`src/rtl/mult_arbiter.sv`:
```
// Round-robin front end for one shared combinational W x W multiplier. A winning requester's
// operands are launched, held for LAT settle cycles, and then the product is captured and returned.
module mult_arbiter #(
    parameter int W   = 32,
    parameter int N   = 4,
    parameter int LAT = 2
) (
    input  logic                   clk,
    input  logic                   reset,
    input  logic [N-1:0]           req_valid,
    output logic [N-1:0]           req_ready,
    input  logic [N*W-1:0]         req_x,
    input  logic [N*W-1:0]         req_y,
    output logic [W-1:0]           mul_x,
    output logic [W-1:0]           mul_y,
    input  logic [2*W-1:0]         mul_p,
    output logic                   rsp_valid,
    input  logic                   rsp_ready,
    output logic [$clog2(N)-1:0]   rsp_id,
    output logic [2*W-1:0]         rsp_p
);

    localparam int IW = $clog2(N);
    localparam int CW = $clog2(LAT + 1);

    typedef enum logic [1:0] {IDLE, CALC, RESP} state_t;

    state_t          state_reg, state_next;
    logic [IW-1:0]   ptr_reg, ptr_next;
    logic [CW-1:0]   cnt_reg, cnt_next;
    logic [W-1:0]    mul_x_reg, mul_x_next;
    logic [W-1:0]    mul_y_reg, mul_y_next;
    logic [IW-1:0]   rsp_id_reg, rsp_id_next;
    logic [2*W-1:0]  rsp_p_reg, rsp_p_next;

    logic [W-1:0]    x_arr [N];
    logic [W-1:0]    y_arr [N];
    logic            grant_found;
    logic [IW-1:0]   grant_idx;
    int              idx;

    generate
        for (genvar gi = 0; gi < N; gi++) begin : g_unpack
            assign x_arr[gi] = req_x[gi*W +: W];
            assign y_arr[gi] = req_y[gi*W +: W];
        end
    endgenerate

    // Rotating-priority search starting at ptr, wrapping modulo N (N need not be a power of two).
    always_comb begin
        grant_found = 1'b0;
        grant_idx   = '0;
        idx         = 0;
        for (int k = 0; k < N; k++) begin
            idx = int'(ptr_reg) + k;
            if (idx >= N) begin
                idx = idx - N;
            end
            if (!grant_found && req_valid[IW'(idx)]) begin
                grant_found = 1'b1;
                grant_idx   = IW'(idx);
            end
        end
    end

    always_comb begin
        state_next  = state_reg;
        ptr_next    = ptr_reg;
        cnt_next    = cnt_reg;
        mul_x_next  = mul_x_reg;
        mul_y_next  = mul_y_reg;
        rsp_id_next = rsp_id_reg;
        rsp_p_next  = rsp_p_reg;
        req_ready   = '0;
        rsp_valid   = 1'b0;
        case (state_reg)
            IDLE: begin
                if (grant_found) begin
                    req_ready   = N'(1) << grant_idx;
                    mul_x_next  = x_arr[grant_idx];
                    mul_y_next  = y_arr[grant_idx];
                    rsp_id_next = grant_idx;
                    cnt_next    = CW'(LAT);
                    state_next  = CALC;
                end
            end
            CALC: begin
                // Product is sampled on the last settle cycle; operands stay frozen until then.
                cnt_next = cnt_reg - CW'(1);
                if (cnt_reg == CW'(1)) begin
                    rsp_p_next = mul_p;
                    state_next = RESP;
                end
            end
            RESP: begin
                rsp_valid = 1'b1;
                if (rsp_ready) begin
                    ptr_next   = (rsp_id_reg == IW'(N - 1)) ? '0 : rsp_id_reg + 1'b1;
                    state_next = IDLE;
                end
            end
            default: begin
                state_next = IDLE;
            end
        endcase
    end

    always_ff @(posedge clk) begin
        if (reset) begin
            state_reg  <= IDLE;
            ptr_reg    <= '0;
            cnt_reg    <= '0;
            mul_x_reg  <= '0;
            mul_y_reg  <= '0;
            rsp_id_reg <= '0;
            rsp_p_reg  <= '0;
        end else begin
            state_reg  <= state_next;
            ptr_reg    <= ptr_next;
            cnt_reg    <= cnt_next;
            mul_x_reg  <= mul_x_next;
            mul_y_reg  <= mul_y_next;
            rsp_id_reg <= rsp_id_next;
            rsp_p_reg  <= rsp_p_next;
        end
    end

    assign mul_x  = mul_x_reg;
    assign mul_y  = mul_y_reg;
    assign rsp_id = rsp_id_reg;
    assign rsp_p  = rsp_p_reg;

endmodule

```
`config.mk`:
```
export PLATFORM = sky130hd
export DESIGN_NAME = mult_arbiter
export DESIGN_NICKNAME = d
export VERILOG_FILES = /design/src/rtl/mult_arbiter.sv
export SDC_FILE = /design/constraint.sdc
export NUM_CORES = 1
export LEC_CHECK = 0
export ABC_CLOCK_PERIOD_IN_PS = 5600
export CAP_MARGIN = 20
export CORE_AREA = 3 3 181 183
export CTS_CLUSTER_DIAMETER = 50
export CTS_CLUSTER_SIZE = 10
export DETAILED_ROUTE_END_ITERATION = 8
export DIE_AREA = 0 0 184 186
export MAX_ROUTING_LAYER = met4
export PLACE_DENSITY = 0.65
export SKIP_LAST_GASP = 1
export SLEW_MARGIN = 20
export SYNTH_ARGS = -nofsm -noshare
export SYNTH_HDL_FRONTEND = slang
export SYNTH_SLANG_ARGS = --single-unit
```
`constraint.sdc`:
```
create_clock -name clk -period 5.6 [get_ports clk]
set_input_delay 1.12 -clock clk [delete_from_list [all_inputs] [get_ports clk]]
set_output_delay 1.12 -clock clk [all_outputs]
set_load 0.01 [all_outputs]
```
## After elaboration in Yosys (flattened, before gate mapping)

Cells that the tools add are included.
Widths: inputs -> output; s select.

- Register bits after elaboration: 136
- Latch bits: 0
- RAM bits: 0
- Bits in read-only memories: 0
- Word-level logic and storage cells: 87
- Memories kept: 0

- $add $sub $neg: 9
- Multipliers: 0
- Divide/modulo/power cells: 0
- Magnitude comparators: 9
- Equality and inequality tests: 7
- Shift-type cells: 1
- Mux-type cells: 40
- Bitwise operators: 1
- Reduce and logical (&&, ||, !) cells: 13

Operator list:

| kind | number |
|---|---|
| $bmux 32 s2 | 2 |
| $mux 32 | 4 |
| $mux 2 | 13 |
| $lt 2x4->1 const B | 4 |
| $mux 1 | 13 |
| $ge 3x3->1 const B | 4 |
| $sub 2x1->2 const B | 5 |
| $bmux 1 s2 | 4 |
| $mux 4 | 2 |
| $reduce_and 2->1 | 4 |
| $add 2x2->3 const B | 2 |
| $ne 2x2->1 const B | 3 |
| $pmux 2 s3 | 1 |
| $eq 2x1->1 const B | 2 |
| $eq 2x2->1 const B | 2 |
| $pmux 2 s2 | 1 |
| $shl 1x2->4 const A | 1 |
| $add 2x1->3 const B | 1 |
| $ge 2x3->1 const B | 1 |
| $logic_and 1x1->1 | 3 |
| $logic_not 1->1 | 3 |
| $not 2->3 | 1 |
| $reduce_and 3->1 | 1 |
| $add 2x1->2 const B | 1 |
| 2 further kinds | 2 |

## Longest topological paths before layout

Gate-level depths: netlist of run 1.

- Word-level depth: 19
- Depth in mapped cells: 8

## Worst setup path after synthesis of run 1

Ideal clock, no wire load.

- Path type: input to output
- Start: input req_valid[0]
- End: output req_ready[3]
- Arrival: 2.302 ns
- Data required time: 4.480 ns
- Path slack: 2.178 ns
- Stages: 6
- Buffers on the path: 2
- Cell sequence: nor2b_2 -> nor4_4 -> nor2_2 -> buf_4 -> buf_6 -> nor2_1

- Cells in the longest elaborated chain, start to end: 16

RTL lines:

| item | line | RTL |
|---|---|---|
| start: declaration | 10 | `input logic [N-1:0] req_valid,` |
| $bmux 1 s2 | 59 | `if (!grant_found && req_valid[IW'(idx)]) begin` |
| $mux 1 (implied by the code) (2 in series) | 59 |  |
| $mux 1 | 59 |  |
| $logic_not 1->1 | 59 |  |
| $logic_and 1x1->1 | 59 |  |
| $mux 1 | 59 |  |
| $logic_not 1->1 | 59 |  |
| $logic_and 1x1->1 | 59 |  |
| $mux 1 | 59 |  |
| $logic_not 1->1 | 59 |  |
| $logic_and 1x1->1 | 59 |  |
| $mux 2 | 59 |  |
| $shl 1x2->4 | 79 | `req_ready = N'(1) << grant_idx;` |
| $mux 4 (*) | 78 | `if (grant_found) begin` |
| $mux 4 (*) | 76 | `case (state_reg)` |
| end: declaration | 11 | `output logic [N-1:0] req_ready,` |

Mark *: on every way between the ends. The rest lies on a longest branch, timed or not. The select of a mux whose other input is x is not followed.

## Worst setup path in the final report of run 1

- Start: input req_valid[1]
- End: output req_ready[2]

The elaborated chain is that of the path after synthesis.

==> results of run 1 <==
kinds of logic after synthesis:
family / count (synthesis) / share of synthesized area [%]
flops: 136 / 40.5
compound gates: 268 / 25.3
simple gates: 295 / 19.1
fa+ha+maj: 2 / 0.372
mux: 65 / 9.67
buf+inv: 78 / 5.19
cell usage in the layout, fill, tap and decap left out, types with 2 or more instances in the layout:
cell             instances
or3_1                    2
nand3_1                 66
a211oi_1                 2
nor2b_2                  2
clkinv_2                 3
o211ai_1                63
inv_1                    4
nor2_4                   2
buf_4                   12
a21o_1                  63
clkdlybuf4s50_1        460
mux2i_1                 65
dfxtp_1                136
clkinv_4                 3
clkinvlp_4               5
inv_6                    2
clkbuf_16               17
nand2_1                198
a21oi_1                 69
o2111ai_4                2
ha_1                     2
diode_2                 10
nor2_1                   9
o21ai_0                 63
nand2b_1                 4
nor2b_1                  3
metrics by stage:
stage               area (um^2)  utilization, %  power [uW]  hold WS [ns]
floorplan                  6730               -        1350         0.444
global placement          11600            37.1        1800         0.441
detailed placement        11700            37.2        1800         0.447
CTS                       12200            38.9        2930         0.455
global route              12200            39.0        3020         0.465
finish                    12200            39.0        2880         0.453
worst max path at each step:
stage                         endpoint  slack [ns]  cells past startpoint
after detailed placement  req_ready[2]        1.02                      7
after global routing      req_ready[2]        0.86                      7
after CTS                 req_ready[2]        1.00                      7
after global placement    req_ready[2]        1.08                      7
after floorplan           req_ready[3]        2.18                      6
final                     req_ready[2]        1.06                      7
worst max-delay path, stage by stage:
cell	delay, ns
clkdlybuf4s50_1	0.56
nor2b_2	0.29
a221o_1	0.27
o21ai_2	0.11
nand2b_1	0.21
nor2_1	0.22
clkdlybuf4s50_1	0.65
routing by layer:
layer / routed length (um) / part of all wire (%)
met5: 0 / 0
met4: 833 / 2.5
met3: 3220 / 9.7
met2: 16400 / 50
met1: 12700 / 38
where the power goes:
part	internal [uW]	switching (uW)	total, uW	leakage, uW
logic	411	287	699	0.00313
registers	1040	38.1	1080	0.00111
clock network	609	492	1100	0.000258
layout make-up:
class / instances / area [um^2] / area share (%)
Antenna cell: 10 / 25.0 / 0.204
Clock inverter: 14 / 126 / 1.03
Inverter: 4 / 15.0 / 0.123
Timing Repair Buffer: 474 / 4730 / 38.6
Multi-Input combinational cell: 630 / 3700 / 30.2
Sequential cell: 136 / 2720 / 22.2
Clock buffer: 17 / 425 / 3.47
Tap cell: 402 / 503 / 4.11
==> results.md, run 1 <==
- Root buffer selected by CTS: clkbuf_16
- Placed cells: 1,646
- Synth Flop Type: dfxtp_1
- Worst-case reg-to-reg path depth: 6
- Async SR Flop Fraction: 0%
- Cells after synthesis: 844
- Worst-path fanout max: 6
- Worst-margin pin slew: 0.954 ns
- Synthesis-to-layout area growth: 82.0%
- Worst rel slew slack: 36.3%
- Vias/cell: 4.72
- Static Leakage: 0.00450 uW
- Mean post-synth cell area: 7.97 um^2
- Syn_nets: 1,173
- Crit Path Category: primary input to output pin
- Hold_sp: rsp_p[10]
- Top-count cell post-synth: nand2_1
- RSZ-0062 raised after global routing: false
- Post-synth top area cell: dfxtp_1
- Sink Count: 136
- Vias post-DR: 7,963
- Final setup viols: 0
- Nets: 1,592
- Fin crit period: 4.54 ns
- CP startpoint kind: primary input
- Vias in the first global route: 8,043
- Seq/Total Area, Yosys: 40.5%
- Gr ovfl total: 0
- Arrival time at the worst endpoint: 3.42 ns
- CTS tree: yes
- Initial Utilization: 21.4%
- Fillers: 3,168
- Fmax: 220 MHz
- Core box area: 0.0314 mm^2
- WL per Instance: 19.7 um
- Number of gates resized after CTS: 0
- Layout cells sized above 1: 4.71%
- Critical path endpoint category: output pin
- Initial DRC count: 307
- Worst slack at placement: 1.02 ns
- First-pass GRT wire length: 47.8 mm
- Fin. max-slew vios: 0
- CTS buffer count: 17
- Total wire length: 33.2 mm
- Max Root-Sink Buffers: 2
- Worst Setup SP: req_valid[1]
- Crit path required time: 4.48 ns
- Max cap viols: 0
- RR Endpoint: mul_y[28]
- Synth Cell Area: 0.00673 mm^2
- Port bufs: 461
- DIE AREA: 0.0342 mm^2
- Reg2reg start: ptr_reg[1]
- Tcrit/Tclk final: 81.1%
- Die X-Extent: 184 um
- PwrDens: 235 mW/mm^2
- Clock-pin slew on the worst setup and hold paths: 0.06 ns
- YS warnings: 0
- Post-synth EDFFs: 0
- Hold Crit Endpoint: rsp_p[10]
- Area contributors post-synth: dfxtp_1 40%, nand2_1 11%, mux2i_1 9.7%
- Initial antenna violation count: 10
- Largest net degree at the start of global routing: 74
- Yosys cell types: 37
- Global-route met3 utilization: 7.43%
- Tot GR Track Use: 19.1%
- Chip Height: 186 um
- R2R Setup Slk: 2.67 ns
- GRT met2 Usage: 31.8%
- First drt pass iteration count: 4
- Core Rows: 65
- Post-route setup TNS: 0 ns
- Worst-Skew Late Latency: 0.44 ns
- Gr busiest metal: met2
- Post-route ant nets: 0
- CTS H-Tree Depth: 4
- Yosys reg bits: 136
- Leading cell types by count after synthesis: 199 x nand2_1, 136 x dfxtp_1, 69 x a21oi_1
- Number of flip-flops in the largest register: 64
- Placer Congestion: 0.805
- DP HPWL: 24.3 mm
- I/O Pins: 462
- Worst hold path stage count: 2
- Status: finished clean
- Worst Skew: 0.00989 ns
- Hold Fails Final Rpt: 0
- VDD IR max: 0.238 mV
- Post-CTS Setup Bufs: 0
- Met1 GRT Util: 20.3%
- CTS Hold Buffers Added: 0
- # DRC: 0
- Final worst slack: 1.06 ns
- Post-Layout Cell Count: 1,687
- Hold Crit Class: register to register
- Share of the synthesized area in the top cell type: 40.5%
No activity file was read; power rests on OpenSTA's default activity.
==> run 2: changes to the inputs <==
ABC_CLOCK_PERIOD_IN_PS = 3750   (was 5600)
CORE_AREA = 3 3 178 180   (was 3 3 181 183)
DIE_AREA = 0 0 181 183   (was 0 0 184 186)
PLACE_DENSITY = 0.69   (was 0.65)
clock period = 3.75 ns   (was 5.6 ns; I/O delays follow)
==> run 2 against run 1 <==
Register-to-register slack lost 1.2 ns. Highest routed layer unchanged. Non-clock buffer count up 11. Critical path depth down 1. Total power rose by 47%. First-iteration DRC count grew 6.8%. Design area up 0.60%. Critical path type unchanged. Combinational power rose by 50%.
==> results.md, run 2 (same netlist as run 1, synthesis figures left out) <==
- Hold Crit Endpoint: rsp_p[43]
- CP bufs+invs: 2 (unchanged)
- Vias in the first global route: 8,100 (+0.71%)
- WL met2: 16.4 mm (about the same)
- RR Endpoint: rsp_p[4]
- Chip Height: 183 um (-1.6%)
- Fin. max-slew vios: 0 (unchanged)
- Crit path required time: 3.00 ns (-1.48 ns)
- Max Root-Sink Buffers: 2 (unchanged)
- Sink Count: 136 (unchanged)
- Synthesis-to-layout area growth: 83.1%
- Min Hold Slack: 0.453 ns (+0.000256 ns)
- Core box area: 0.0303 mm^2 (-3.3%)
- Flop pwr share: 38.1% (+0.6 points)
- Sequential cell area: 0.00272 mm^2 (unchanged)
- Top Metal Used: met4
- Logic pwr share: 24.9% (+0.6 points)
- Commonest cells after routing, fill and taps aside: 460 x clkdlybuf4s50_1, 198 x nand2_1, 136 x dfxtp_1, 69 x a21oi_1, 66 x nand3_1
- Static Leakage: 0.00456 uW (+1.4%)
- Number of flip-flops in the largest register: 64 (unchanged)
- Final worst slack: 0.119 ns (-0.941 ns)
- Max incr delay on CP: 0.61 ns (-0.04 ns)
- Worst Skew: 0.0123 ns (+0.00239 ns)
- DIE AREA: 0.0331 mm^2 (-3.2%)
- Worst-case reg-to-reg path depth: 4 (-2)
- Post-route setup TNS: 0 ns (unchanged)
- Nets: 1,603 (+0.69%)
- Gr ovfl total: 0 (unchanged)
- Arrival time at the worst endpoint: 2.88 ns (-0.54 ns)
- Slowest-stage cell, CP: clkdlybuf4s50_1
- M1 wire length: 12.2 mm (-3.7%)
- Total wire length: 32.0 mm (-3.6%)
- First drt pass iteration count: 6 (+2)
- Crit-path leading delay family: buffers and inverters
- Worst rel slew slack: 32.4% (-3.9 points)
- Clk pwr share: 37.0% (-1.3 points)
- Fmax: 275 MHz
- Multi-input logic area: 0.00371 mm^2 (+0.27%)
- Crit Path Category: primary input to output pin
- # DRC: 0 (unchanged)
- Hold Crit Class: register to register
- R2R Setup Slk: 1.45 ns (-1.22 ns)
- Post-route ant nets: 0 (unchanged)
- CTS Hold Buffers Added: 0 (unchanged)
- Initial DRC count: 328 (+6.8%)
- Core Rows: 64 (-1.5%)
- Clock-pin slew on the worst setup and hold paths: 0.07 ns (about the same)
- Vias post-DR: 7,995 (+0.40%)
- Status: finished clean
- Layout cells sized above 1: 5.59% (+0.89 points)
- RSZ-0062 raised after global routing: false
- Commonest non-fill, non-tap cell in the layout: clkdlybuf4s50_1
- Worst hold path stage count: 2 (unchanged)
- PwrDens: 343 mW/mm^2 (+46%)
- Placer Congestion: 0.816 (+1.3%)
- Tcrit/Tclk final: 96.8%
- I/O Pins: 462 (unchanged)
- Worst slack at placement: 0.0496 ns (-0.973 ns)
- Final setup viols: 0 (unchanged)
- Post-CTS Setup Bufs: 0 (unchanged)
- Fillers: 3,059 (-3.4%)
- CP startpoint kind: primary input
- Tot GR Track Use: 19.1% (-0.074 points)
- Largest net degree at the start of global routing: 74 (unchanged)
- CTS H-Tree Depth: 4 (unchanged)
- Die X-Extent: 181 um (-1.6%)
- P_sw: 1200 uW (+47%)
- Cells along the critical path: clkdlybuf4s50_1 -> nor2b_2 -> or3_1 -> a22oi_2 -> and3_1 -> clkdlybuf4s50_1
- Final core occ: 40.6% (+1.6 points)
- Vias/cell: 4.73 (+0.22%)
- Worst-path fanout max: 4 (-2)
- Initial Utilization: 22.2% (+0.74 points)
- Critical path endpoint category: output pin
- DP HPWL: 23.6 mm (-2.9%)
- Sw Ratio: 28.4% (about the same)
- CTS tree: yes
- CTS buffer count: 17 (unchanged)
- Met3 Routed Length: 2.98 mm (-7.4%)
- VDD IR max: 0.223 mV (-6.3%)
- Number of gates resized after CTS: 0 (unchanged)
- Pint: 3030 uW (+47%)
- Most used cell, CP: clkdlybuf4s50_1
- Max cap viols: 0 (unchanged)
- Root buffer selected by CTS: clkbuf_16
- Fin crit period: 3.63 ns
- Hold_sp: rsp_p[43]
- Worst-margin pin slew: 1.01 ns (+0.0593 ns)
- Reg2reg start: state_reg[0]
- Port bufs: 461 (unchanged)
- First-pass GRT wire length: 47.6 mm (-0.51%)
- Total Power: 4230 uW (+47%)
- Worst-Skew Late Latency: 0.42 ns (-0.02 ns)
- WL per Instance: 18.9 um (-3.7%)
- Initial antenna violation count: 7 (-3)
- Hold Fails Final Rpt: 0 (unchanged)
run 2: worst max-delay path by stage:
stage,start,to,depth (start not counted)
2_1_floorplan,req_valid[0],req_ready[3],6
3_3_place_gp,req_valid[0],req_ready[1],6
3_5_place_dp,req_valid[0],req_ready[1],6
4_1_cts,req_valid[0],req_ready[1],6
5_1_grt,req_valid[3],req_ready[1],6
6_report,req_valid[0],req_ready[1],6
run 2: tightest hold or removal path, delay by kind of cell (launching register included):
kind,cells,cell delay (ns)
AND/OR/NAND/NOR,1,0.05
flip-flops,1,0.31
AO/OA/AOI/OAI,1,0.05
run 2: layout make-up:
cell class	instances	share of cell area [%]
Timing Repair Buffer	485	39.2
Multi-Input combinational cell	630	30.1
Sequential cell	136	22.1
Tap cell	396	4.02
Clock buffer	18	3.48
Clock inverter	14	0.823
Antenna cell	7	0.142
Inverter	4	0.122
run 2: metrics by stage:
stage                     cells  area, um^2
after detailed placement   1651       11800
after global placement     1651       11800
after global routing       1690       12300
after floorplan             844        6730
after CTS                  1683       12300
final                      1690       12300
run 2: per-layer routing:
layer	up-vias	GRT usage [%]
li1	3843	-
met4	0	4.72
met3	17	7.06
met5	-	-
met2	333	33.3
met1	3802	20.7
run 2: power by group through the flow:
| stage | Combinational (uW) | Clock [uW] | Sequential [uW] |
|---|---|---|---|
| floorplan | 335 | 0 | 1680 |
| global placement | 1050 | 0 | 1640 |
| detailed placement | 1060 | 0 | 1640 |
| CTS | 1070 | 1630 | 1610 |
| global route | 1130 | 1690 | 1620 |
| finish | 1050 | 1560 | 1610 |
==> run 3: changes to the inputs <==
CTS_CLUSTER_SIZE = default   (was 10)
GPL_TIMING_DRIVEN = 0   (was default)
TNS_END_PERCENT = 1   (was default)
==> run 3 against run 2 <==
The run now ends with negative setup slack left. Via count up 1.5%. Combinational power about the same. Hold slack about the same. Clock power up 18%. Design area up 1.5%. Sequential power about the same. Register-to-register slack better by 0.02 ns. Clock-buffer cell count unchanged. Wire length up 5.3%. Maximum frequency down 3.4%. Cell count up 3.1%. Clock skew up 0.0026 ns.
==> results.md, run 3 (same netlist as run 1, synthesis figures left out) <==
- DIE AREA: 0.0331 mm^2 (unchanged)
- CTS buffer count: 17 (unchanged)
- Vias/cell: 4.66 (-1.5%)
- Clk pwr share: 40.6% (+3.6 points)
- Vias post-DR: 8,118 (+1.5%)
- Fin. max-slew vios: 0 (unchanged)
- Max cap viols: 0 (unchanged)
- Commonest cells after routing, fill and taps aside: 458 x clkdlybuf4s50_1, 199 x nand2_1, 136 x dfxtp_1, 69 x a21oi_1, 66 x nand3_1
- Final worst slack: -0.00729 ns (-0.126 ns)
- Worst Skew: 0.0149 ns (+0.00265 ns)
- Status: finished with violations
- Final setup viols: 1 (+1)
- Design area: 0.0125 mm^2 (+1.5%)
- Worst-Skew Late Latency: 0.42 ns (about the same)
- CTS H-Tree Depth: 4 (unchanged)
- Fin crit period: 3.76 ns (+0.126 ns)
- # DRC: 0 (unchanged)
- Worst rel slew slack: 46.4% (+14 points)
- CTS tree: yes
- Die X-Extent: 181 um (unchanged)
- Commonest non-fill, non-tap cell in the layout: clkdlybuf4s50_1
- Crit path required time: 3.00 ns (about the same)
- Nets: 1,655 (+3.2%)
- PwrDens: 362 mW/mm^2 (+5.5%)
- Cells along the critical path: clkdlybuf4s50_1 -> nor2b_2 -> nor4_4 -> buf_4 -> nor2_2 -> buf_4 -> buf_6 -> nor2_1 -> clkdlybuf4s50_1
- P_sw: 1260 uW (+5.2%)
- VDD IR max: 0.242 mV (+8.6%)
- Arrival time at the worst endpoint: 3.01 ns (+0.13 ns)
- Vias in the first global route: 8,280 (+2.2%)
- First drt pass iteration count: 7 (+1)
- Root buffer selected by CTS: clkbuf_16
- Layout cells sized above 1: 5.00% (-0.59 points)
- Worst-path fanout max: 10 (+6)
- I/O Pins: 462 (unchanged)
- Slowest-stage cell, CP: clkdlybuf4s50_1
- Tcrit/Tclk final: 100% (+3.4 points)
- Sw Ratio: 27.9% (-0.51 points)
- CP startpoint kind: primary input
- Tot GR Track Use: 19.9% (+0.88 points)
- Clock-pin slew on the worst setup and hold paths: 0.06 ns (about the same)
- WL per Instance: 19.3 um (+2.1%)
- Post-route ant nets: 0 (unchanged)
- RSZ-0062 raised after global routing: true
- CTS Hold Buffers Added: 0 (unchanged)
- Hold Crit Class: register to register
- First-pass GRT wire length: 49.2 mm (+3.4%)
- CP bufs+invs: 5 (+3)
- Hold Fails Final Rpt: 0 (unchanged)
- Dpl cell area: 0.0118 mm^2 (+0.70%)
- Worst-margin pin slew: 0.804 ns (-0.210 ns)
- Core box area: 0.0303 mm^2 (unchanged)
- Critical path endpoint category: output pin
- Pint: 3270 uW (+7.9%)
- Chip Height: 183 um (unchanged)
- Sink Count: 136 (unchanged)
- Worst slack at placement: -0.638 ns (-0.687 ns)
- Placer Congestion: 0.879 (+7.8%)
- Crit Path Category: primary input to output pin
- Port bufs: 461 (unchanged)
- Max incr delay on CP: 0.57 ns (-0.04 ns)
- Min Hold Slack: 0.453 ns (-0.000238 ns)
- Synthesis-to-layout area growth: 85.9%
- Fmax: 266 MHz (-3.4%)
- Initial antenna violation count: 8 (+1)
- Static Leakage: 0.00464 uW (+1.9%)
- Largest net degree at the start of global routing: 17 (-77%)
- Flop pwr share: 35.6% (-2.5 points)
- Number of flip-flops in the largest register: 64 (unchanged)
- DP HPWL: 26.7 mm (+13%)
- Max Root-Sink Buffers: 2 (unchanged)
- Gr ovfl total: 0 (unchanged)
- Core Rows: 64 (unchanged)
- Initial DRC count: 455 (+39%)
- Initial Utilization: 22.2% (unchanged)
- Failing checks: negative setup slack
- Logic pwr share: 23.8% (-1.1 points)
- Total wire length: 33.7 mm (+5.3%)
- Crit-path leading delay family: buffers and inverters
[run 3: per-stage QoR]
stage	power, uW	cells	setup TNS [ns]	utilization [%]
6_report	4530	1743	-0.00729	41.2
4_1_cts	4590	1735	-0.0600	41.1
5_1_grt	4740	1743	-0.113	41.2
3_3_place_gp	2710	1701	-0.624	39.0
3_5_place_dp	2720	1701	-0.716	39.0
2_1_floorplan	2020	844	0	-
[run 3: final cells by class]
| class | instances | area, um^2 |
|---|---|---|
| plain buffers | 74 | 337 |
| diodes | 8 | 20.0 |
| clock buffers | 18 | 439 |
| well taps | 396 | 495 |
| multi-input cells | 630 | 3670 |
| fillers | 3046 | 17800 |
| flip-flops and latches | 136 | 2720 |
| clock inverters | 14 | 186 |
| inverters | 4 | 15.0 |
| repair buffers | 463 | 4630 |
[run 3: worst paths after layout]
check / startpoint / to / slack, ns / cells after the start
worst max register to register: ptr_reg[0] / mul_y[20] / 1.47 / 6
worst min-delay path: rsp_p[17] / rsp_p[17] / 0.45 / 2
worst max-delay path: req_valid[2] / req_ready[3] / -0.007 / 9
worst min register to register: rsp_p[17] / rsp_p[17] / 0.45 / 2
[run 3: layer usage]
layer	part of all wire [%]	GRT usage (%)	wire (um)	vias up
met5	0	-	0	-
met4	2.7	7.28	909	0
met3	9.0	6.88	3020	36
met2	50	33.6	16700	381
met1	39	21.9	13000	3738
li1	-	-	-	3963
[run 3: power groups by stage]
stage	sequential (uW)	clock, uW	combinational (uW)
finish	1610	1840	1080
global route	1620	1960	1160
CTS	1610	1890	1090
detailed placement	1640	0	1080
global placement	1640	0	1070
floorplan	1680	0	335
[run 3: what timing repair did]
| item | 4_1_cts | 5_1_grt |
|---|---|---|
| buffers inserted | 2 | 0 |
| hold endpoints to repair | 0 | 0 |
| pin swaps | 1 | 0 |
| endpoints found under the setup margin | 3 | 2 |
| gates resized for setup | 4 | 1 |
[run 3: tightest hold or removal path, delay by kind of cell (launching register included)]
kind | cells | cell delay (ns)
simple gates | 1 | 0.05
compound gates | 1 | 0.05
flops | 1 | 0.31
